### config.mk
export PLATFORM = sky130hd
export DESIGN_NAME = mdu_iter
export DESIGN_NICKNAME = d
export VERILOG_FILES = /design/src/rtl/mdu_iter.sv
export SDC_FILE = /design/constraint.sdc
export NUM_CORES = 1
export LEC_CHECK = 0
export ABC_CLOCK_PERIOD_IN_PS = 5500
export BUFFER_PORTS_ARGS = -buffer_cell sky130_fd_sc_hd__buf_2
export CAP_MARGIN = 20
export CORE_ASPECT_RATIO = 0.7
export CORE_MARGIN = 3
export CORE_UTILIZATION = 50
export CTS_BUF_LIST = sky130_fd_sc_hd__clkbuf_2 sky130_fd_sc_hd__clkbuf_4 sky130_fd_sc_hd__clkbuf_8
export DETAILED_ROUTE_END_ITERATION = 10
export PLACE_DENSITY = 0.73
export SLEW_MARGIN = 20
export SYNTH_ARGS = -nofsm -noshare
export SYNTH_HDL_FRONTEND = slang
export SYNTH_SLANG_ARGS = --single-unit
### constraint.sdc
create_clock -name clk -period 5.5 [get_ports clk]
set_clock_uncertainty 0.2 [all_clocks]
set_input_delay 1.1 -clock clk [delete_from_list [all_inputs] [get_ports clk]]
set_output_delay 1.1 -clock clk [all_outputs]
set_load 0.02 [all_outputs]
### src/rtl/mdu_iter.sv
// Iterative multiply/divide unit with HI/LO result registers.
// One quotient/product bit per cycle over 32 cycles on operand magnitudes,
// followed by a single sign-correction cycle and a one-cycle done pulse.
//
// state | meaning
// ------+----------------------------------------------------------------
// IDLE  | waiting for start; mthi/mtlo writes accepted when start=0
// RUN   | 32 iterations of shift-add (mul) or restoring shift-subtract (div)
// FIX   | sign correction; HI/LO written at the exit edge
// DONE  | done pulse for one cycle; mthi/mtlo accepted when start=0
module mdu_iter (
  input  logic        clk,
  input  logic        rst,
  input  logic        start,
  input  logic [1:0]  op,
  input  logic [31:0] i1,
  input  logic [31:0] i2,
  input  logic        mthi,
  input  logic        mtlo,
  input  logic [31:0] wdata,
  output logic        busy,
  output logic        done,
  output logic [31:0] hi,
  output logic [31:0] lo
);

  typedef enum logic [1:0] {IDLE, RUN, FIX, DONE} state_t;

  state_t      state_q;
  logic [4:0]  cnt_q;
  logic        busy_q;
  logic        done_q;
  logic [31:0] hi_q;
  logic [31:0] lo_q;
  logic [31:0] b_q;
  logic [63:0] acc_q;
  logic        is_div_q;
  logic        neg_q_q;
  logic        neg_r_q;

  // Operand magnitudes and sign flags captured with start.
  logic        sgn_op;
  logic [31:0] a_mag;
  logic [31:0] b_mag;

  // One iteration step and the sign-corrected results.
  logic [32:0] mul_sum;
  logic [63:0] mul_step;
  logic [32:0] div_shift;
  logic [32:0] div_diff;
  logic [63:0] div_step;
  logic [63:0] acc_d;
  logic [63:0] prod_neg;
  logic [31:0] hi_d;
  logic [31:0] lo_d;
  logic        wr_ok;

  // Start-time operand conditioning: signed ops iterate on absolute values.
  always_comb begin
    sgn_op = op[0];
    a_mag  = (sgn_op && i1[31]) ? (~i1 + 32'd1) : i1;
    b_mag  = (sgn_op && i2[31]) ? (~i2 + 32'd1) : i2;
  end

  // Iteration datapath and FIX-cycle sign correction.
  always_comb begin
    // Multiply: acc = {partial product, remaining multiplier bits}.
    mul_sum  = {1'b0, acc_q[63:32]} + (acc_q[0] ? {1'b0, b_q} : 33'd0);
    mul_step = {mul_sum, acc_q[31:1]};
    // Divide: acc = {partial remainder, dividend bits shifting into quotient}.
    div_shift = {acc_q[63:32], acc_q[31]};
    div_diff  = div_shift - {1'b0, b_q};
    div_step  = div_diff[32] ? {div_shift[31:0], acc_q[30:0], 1'b0}
                             : {div_diff[31:0], acc_q[30:0], 1'b1};
    acc_d     = is_div_q ? div_step : mul_step;

    prod_neg = ~acc_q + 64'd1;
    hi_d     = 32'd0;
    lo_d     = 32'd0;
    if (is_div_q) begin
      // A zero divisor leaves the dividend magnitude as remainder; restoring
      // its sign returns i1 unchanged, and the quotient is forced to all ones.
      if (b_q == 32'd0)
        lo_d = 32'hFFFF_FFFF;
      else
        lo_d = neg_q_q ? (~acc_q[31:0] + 32'd1) : acc_q[31:0];
      hi_d = neg_r_q ? (~acc_q[63:32] + 32'd1) : acc_q[63:32];
    end else begin
      {hi_d, lo_d} = neg_q_q ? prod_neg : acc_q;
    end

    wr_ok = ((state_q == IDLE) || (state_q == DONE)) && !start;
  end

  // Sequencer, iteration registers and architectural HI/LO.
  always_ff @(posedge clk or posedge rst) begin
    if (rst) begin
      state_q  <= IDLE;
      cnt_q    <= 5'd0;
      busy_q   <= 1'b0;
      done_q   <= 1'b0;
      hi_q     <= 32'd0;
      lo_q     <= 32'd0;
      b_q      <= 32'd0;
      acc_q    <= 64'd0;
      is_div_q <= 1'b0;
      neg_q_q  <= 1'b0;
      neg_r_q  <= 1'b0;
    end else begin
      if (wr_ok) begin
        if (mthi) hi_q <= wdata;
        if (mtlo) lo_q <= wdata;
      end
      case (state_q)
        IDLE: begin
          if (start) begin
            state_q  <= RUN;
            cnt_q    <= 5'd31;
            busy_q   <= 1'b1;
            acc_q    <= {32'd0, a_mag};
            b_q      <= b_mag;
            is_div_q <= op[1];
            neg_q_q  <= sgn_op && (i1[31] ^ i2[31]);
            neg_r_q  <= sgn_op && i1[31];
          end
        end
        RUN: begin
          acc_q <= acc_d;
          if (cnt_q == 5'd0)
            state_q <= FIX;
          else
            cnt_q <= cnt_q - 5'd1;
        end
        FIX: begin
          hi_q    <= hi_d;
          lo_q    <= lo_d;
          busy_q  <= 1'b0;
          done_q  <= 1'b1;
          state_q <= DONE;
        end
        DONE: begin
          done_q  <= 1'b0;
          state_q <= IDLE;
        end
        default: state_q <= IDLE;
      endcase
    end
  end

  assign busy = busy_q;
  assign done = done_q;
  assign hi   = hi_q;
  assign lo   = lo_q;

endmodule

# Word level (Yosys, flattened, before mapping)
# Index checks and enable logic that the tools add are counted.
[op_classes]
addsub = 8
eq_ne = 6
muxes = 28
bitwise_logic = 6
n_reduce_logical = 22
[ops]
columns = ["operator", "count"]
rows = [
  ["32-bit 2-to-1 mux", 14],
  ["64-bit 2-to-1 mux", 4],
  ["32-bit by 1-bit adder with 32-bit output, second input constant", 4],
  ["32-bit inverter", 4],
  ["64-bit case mux with 2 select lines", 1],
  ["64-bit by 1-bit adder with 64-bit output, second input constant", 1],
  ["64-bit inverter", 1],
  ["32-bit by 32-bit adder with 33-bit output", 1],
  ["33-bit by 32-bit subtractor with 33-bit output", 1],
  ["32-bit logical NOT", 1],
  ["2-bit AND reduction", 6],
  ["2-bit nonzero test", 6],
  ["5-bit 2-to-1 mux", 2],
  ["5-bit case mux with 2 select lines", 1],
  ["2-bit case mux with 4 select lines", 1],
  ["2-bit != test, second input constant", 3],
  ["5-bit logical NOT", 1],
  ["5-bit by 1-bit subtractor with 5-bit output, second input constant", 1],
  ["2-bit == test, second input constant", 2],
  ["1-bit logical AND", 4],
  ["2-bit 2-to-1 mux", 2],
  ["1-bit case mux with 2 select lines", 2],
  ["3-bit AND reduction", 1],
  ["2-bit by 1-bit == test with 1-bit output, second input constant", 1],
  ["5 further kinds", 5],
]
[word_totals]
regBits = 172
output_inout_bits = 66

# Depth between registers and ports, before layout
[depth]
word_depth = 6
depth_mapped = 14

# Least setup slack after synthesis
# OpenSTA, ideal clock, no wires.
[synth_path]
path_kind = "flip-flop to flip-flop"
startpoint = "register acc_q[32]"
endpoint = "register acc_q[59]"
setup_time_ps = 126
arrival_time_ps = 3082
required_time_ps = 5174
slack_ps = 2092
path_stages_with_launch = 13
synth_period_minus_slack_ps = 3408
path_cell_list = "dfrtp_1 clkbuf_1 inv_1 fa_1 nand2b_1 a21oi_1 o211ai_1 nor3b_2 o21ai_2 a31oi_4 xnor2_4 mux2_1 a221o_1"
[synth_between]
elab_chain_len = 4
elab_cells_between_ends = 5
cone_classes = "add/sub (2); mux (3)"
[synth_lines]
columns = ["element", "line_no", "text"]
rows = [
  ["start: declaration", "36", "logic [63:0] acc_q;"],
  ["start signal: assignment", "120", "acc_q <= {32'd0, a_mag};"],
  ["33-bit by 32-bit subtractor with 33-bit output", "72", "div_diff = div_shift - {1'b0, b_q};"],
  ["64-bit 2-to-1 mux", "73", "div_step = div_diff[32] ? {div_shift[31:0], acc_q[30:0], 1'b0}"],
  ["64-bit 2-to-1 mux (*)", "75", "acc_d = is_div_q ? div_step : mul_step;"],
  ["64-bit case mux with 2 select lines (*)", "114", "case (state_q)"],
]
# Every way passes the cells marked *; elsewhere a longest branch is shown, timed or not.
# A chain may end at the register's enable or synchronous reset.

# Final worst setup path
[layout_path]
startpoint = "register acc_q[31]"
endpoint = "register acc_q[32]"
[layout_between]
elab_chain_len = 4
[layout_lines]
columns = ["element", "line_no"]
rows = [
  ["33-bit by 32-bit subtractor with 33-bit output", "72"],
  ["64-bit 2-to-1 mux (*)", "73"],
  ["64-bit 2-to-1 mux (*)", "75"],
  ["64-bit case mux with 2 select lines (*)", "114"],
]
# Marked as above.

==> flow_metrics.env <==
export IMPL_cap_violations=0
export IMPL_synthesis_nets=1982
export IMPL_syn_inst=1803
export IMPL_slowest_delay_ps=430
export IMPL_drt_pass1_iter_count=5
export IMPL_holdBufCountCts=0
export IMPL_setup_tns_ps=0
export IMPL_cts_tree="built"
export IMPL_rsz0062_at_grt="false"
export IMPL_die_h_um=149
export IMPL_pre_cts_ws_ps=1260
export IMPL_hpwl_um=36900
export IMPL_io_pins=169
export IMPL_postLayoutCoreUtil_pct=56.9
export IMPL_syn_cell_area_mm2=0.0146
export IMPL_finalHoldViolCount=0
export IMPL_grt_max_degree=173
export IMPL_slowest_stage="dfrtp_1"
export IMPL_io_buffers=168
export IMPL_arrival_ps=4560
export IMPL_synthArstFlopShare_pct=100
export IMPL_grtUsageTotal_pct=30.3
export IMPL_synth_edf_count=0
export IMPL_antenna_found_initial=0
export IMPL_via_count=13979
export IMPL_total_power_w=0.0106
export IMPL_n_fill_cell=2648
export IMPL_wl_per_cell_um=21.0
export IMPL_post_route_cells_drive_above_1_share_pct=14.1
export IMPL_cts_root_buf="clkbuf_8"
export IMPL_nets=2086
export IMPL_slew_headroom_pct=31.1
export IMPL_path_cells="inv_1, ha_1, fa_1, nand2b_1, a21oi_1, o211ai_1, nor3b_2, o21ai_2, a31oi_4, xnor2_4, buf_4, mux2_2, o221ai_1"
export IMPL_syn_avg_cell_area_um2=8.11
export IMPL_clk_path_buf_depth=2
export IMPL_synth_flop_cell="dfrtp_1"
export IMPL_via_per_inst=6.10
export IMPL_grtUsageMet3_pct=8.45
export IMPL_core_area_mm2=0.0283
export IMPL_fmax_mhz=228
export IMPL_slew_violations=0
export IMPL_drtIter0Drc=1336
export IMPL_status="completed"
export IMPL_clk_pin_slew_worst_paths_ps=90
export IMPL_tightest_slew_ps=1030
export IMPL_yosys_warnings=0
export IMPL_start_util_pct=51.7
export IMPL_grt_pass1_wl_um=74500
export IMPL_grt_overflow_total=0
export IMPL_setup_viol=0
export IMPL_clk_latency_ps=490
export IMPL_detail_route_antenna_nets=0
export IMPL_post_cts_resized=0
export IMPL_fin_crit_ps=4390
export IMPL_endpoint_kind="flip-flop"
export IMPL_cts_buffers=17
export IMPL_final_setup_worst_slack_ps=1110
export IMPL_cp_max_fo=18
export IMPL_p_leak_nw=7.02
export IMPL_routed_wl_um=48000
export IMPL_ys_types=85
export IMPL_gp_congestion=0.972
export IMPL_cts_htree_levels=4
export IMPL_cts_sinks=172
export IMPL_cts_setup_buffers=0
export IMPL_required_ps=5680
export IMPL_areaGrowthSynthToFinish_pct=10.1
export IMPL_dieArea_mm2=0.0314
export IMPL_critPathKind="flip-flop to flip-flop"
export IMPL_ys_seq_area_share_pct=29.4
export IMPL_hp_class="flip-flop to flip-flop"
export IMPL_grt_busiest_layer="met1"
export IMPL_startpoint_type="flip-flop"
export IMPL_met1_usage_pct=47.9
export IMPL_antennaDiodeCount=0
export IMPL_synth_seq_cells=172
export IMPL_row_count=51
export IMPL_grt_pass1_vias=12935
export IMPL_ir_worst_vdd_uv=293
export IMPL_met2_usage_pct=41.3
export IMPL_drcViolationCount=0
export IMPL_die_w_um=210
export IMPL_cellPowerDensity_mw_per_mm2=656
export IMPL_post_route_period_util_pct=79.7
## cells by family after synthesis
| family | Yosys count | synth area share (%) |
|---|---|---|
| and+or+nand+nor | 563 | 18.9 |
| DFF | 172 | 29.4 |
| muxes | 91 | 6.34 |
| buffers and inverters | 161 | 4.41 |
| AOI/OAI and AO/OA | 562 | 23.5 |
| adders and majority gates | 76 | 6.61 |
| xor gates and xnor gates | 178 | 10.8 |
## placed cells by master, fill, tap and decap left out, types with 12 or more instances in the layout
| cell | instances |
|---|---|
| nor2_1 | 116 |
| buf_2 | 168 |
| o21ai_0 | 215 |
| nand2b_1 | 18 |
| nand4_1 | 18 |
| dfrtp_1 | 171 |
| inv_1 | 63 |
| mux2_2 | 12 |
| nand3_1 | 21 |
| xor2_1 | 88 |
| xnor2_1 | 88 |
| ha_1 | 73 |
| buf_4 | 13 |
| clkbuf_8 | 18 |
| a31oi_1 | 21 |
| a22oi_1 | 19 |
| a211oi_1 | 39 |
| nor2b_1 | 41 |
| a21oi_1 | 122 |
| o31ai_1 | 23 |
| nand2_1 | 221 |
| o21ai_1 | 14 |
| nor4_1 | 21 |
| nor3_1 | 30 |
| a21o_1 | 17 |
| mux2i_1 | 78 |
## layout make-up
cell class                      instances  area [um^2]  share of cell area, %
Clock buffer                           19          255                   1.59
Clock inverter                         12          161                   1.00
Inverter                               64          244                   1.52
Multi-Input combinational cell       1470         9700                   60.3
Sequential cell                       172         4310                   26.8
Tap cell                              371          464                   2.88
Timing Repair Buffer                  182          958                   5.96
## flip-flops by register name (all words and copies together) (netlist names), 2 cells and up
register  count
hi           32
acc_q        64
state_q       2
b_q          32
cnt_q         5
lo           32
## metal layers
layer | vias up | part of all wire (%) | routed length (um)
li1 | 6696 | - | -
met1 | 6644 | 48 | 23200
met2 | 605 | 40 | 19200
met3 | 34 | 11 | 5060
met4 | 0 | 1.1 | 518
met5 | - | 0 | 0
## synth_stat cells, types with 8 or more instances
| cell type | instances | area share [%] |
|---|---|---|
| nand2_1 | 222 | 5.7 |
| o21ai_0 | 215 | 7.4 |
| dfrtp_1 | 172 | 29 |
| a21oi_1 | 123 | 4.2 |
| nor2_1 | 116 | 3.0 |
| xnor2_1 | 88 | 5.3 |
| xor2_1 | 88 | 5.3 |
| clkbuf_1 | 80 | 2.1 |
| mux2i_1 | 78 | 5.3 |
| ha_1 | 74 | 6.3 |
| inv_1 | 64 | 1.6 |
| nor2b_1 | 41 | 1.8 |
| a211oi_1 | 39 | 2.0 |
| nor3_1 | 30 | 1.0 |
| o31ai_1 | 23 | 1.2 |
| a31oi_1 | 21 | 0.90 |
| nand3_1 | 21 | 0.72 |
| nor4_1 | 21 | 0.90 |
| a22oi_1 | 19 | 0.98 |
| nand2b_1 | 18 | 0.77 |
| nand4_1 | 18 | 0.77 |
| a21o_1 | 17 | 0.87 |
| o21ai_1 | 14 | 0.48 |
| mux2_2 | 12 | 0.92 |
| and2_1 | 11 | 0.47 |
| o41ai_1 | 11 | 0.66 |
| or3_1 | 11 | 0.47 |
| o211ai_1 | 10 | 0.51 |
| or4_1 | 9 | 0.46 |
| o21a_1 | 8 | 0.41 |
| o22a_1 | 8 | 0.48 |
## worst paths after layout
kind                           start   endpoint  slack [ps]  cells after the start
hold reg to reg              b_q[16]    b_q[16]         290                      2
min in group asynchronous        rst     lo[19]         620                      3
hold / removal               b_q[16]    b_q[16]         290                      2
setup / recovery           acc_q[31]  acc_q[32]        1110                     13
setup reg to reg           acc_q[31]  acc_q[32]        1110                     13
max in group asynchronous        rst   is_div_q        3570                      3
## where the power goes
group / switching, W / internal [W] / total, W / leakage (nW)
combinational: 0.00439 / 0.00253 / 0.00692 / 4.70
sequential: 0.000789 / 0.00186 / 0.00265 / 2.12
clock: 0.000523 / 0.000470 / 0.000994 / 0.208
## metrics by stage
stage	hold slack, ps	instance area, um^2	std cells
after global routing	305	16100	2290
final	294	16100	2290
after detailed placement	274	15700	2259
after floorplan	250	14600	1803
after CTS	297	16100	2290
after global placement	265	15700	2259
## worst max-delay path: cells and delay by family, from the launching register on
kind,cells,cell delay (ps)
AO/OA/AOI/OAI,5,1280
adder cells (fa/ha/maj),2,660
buffers and inverters,2,530
flip-flops,1,430
AND/OR/NAND/NOR,2,400
XOR/XNOR,1,400
multiplexers,1,380
Note: power is estimated with default switching activity, not from simulation.
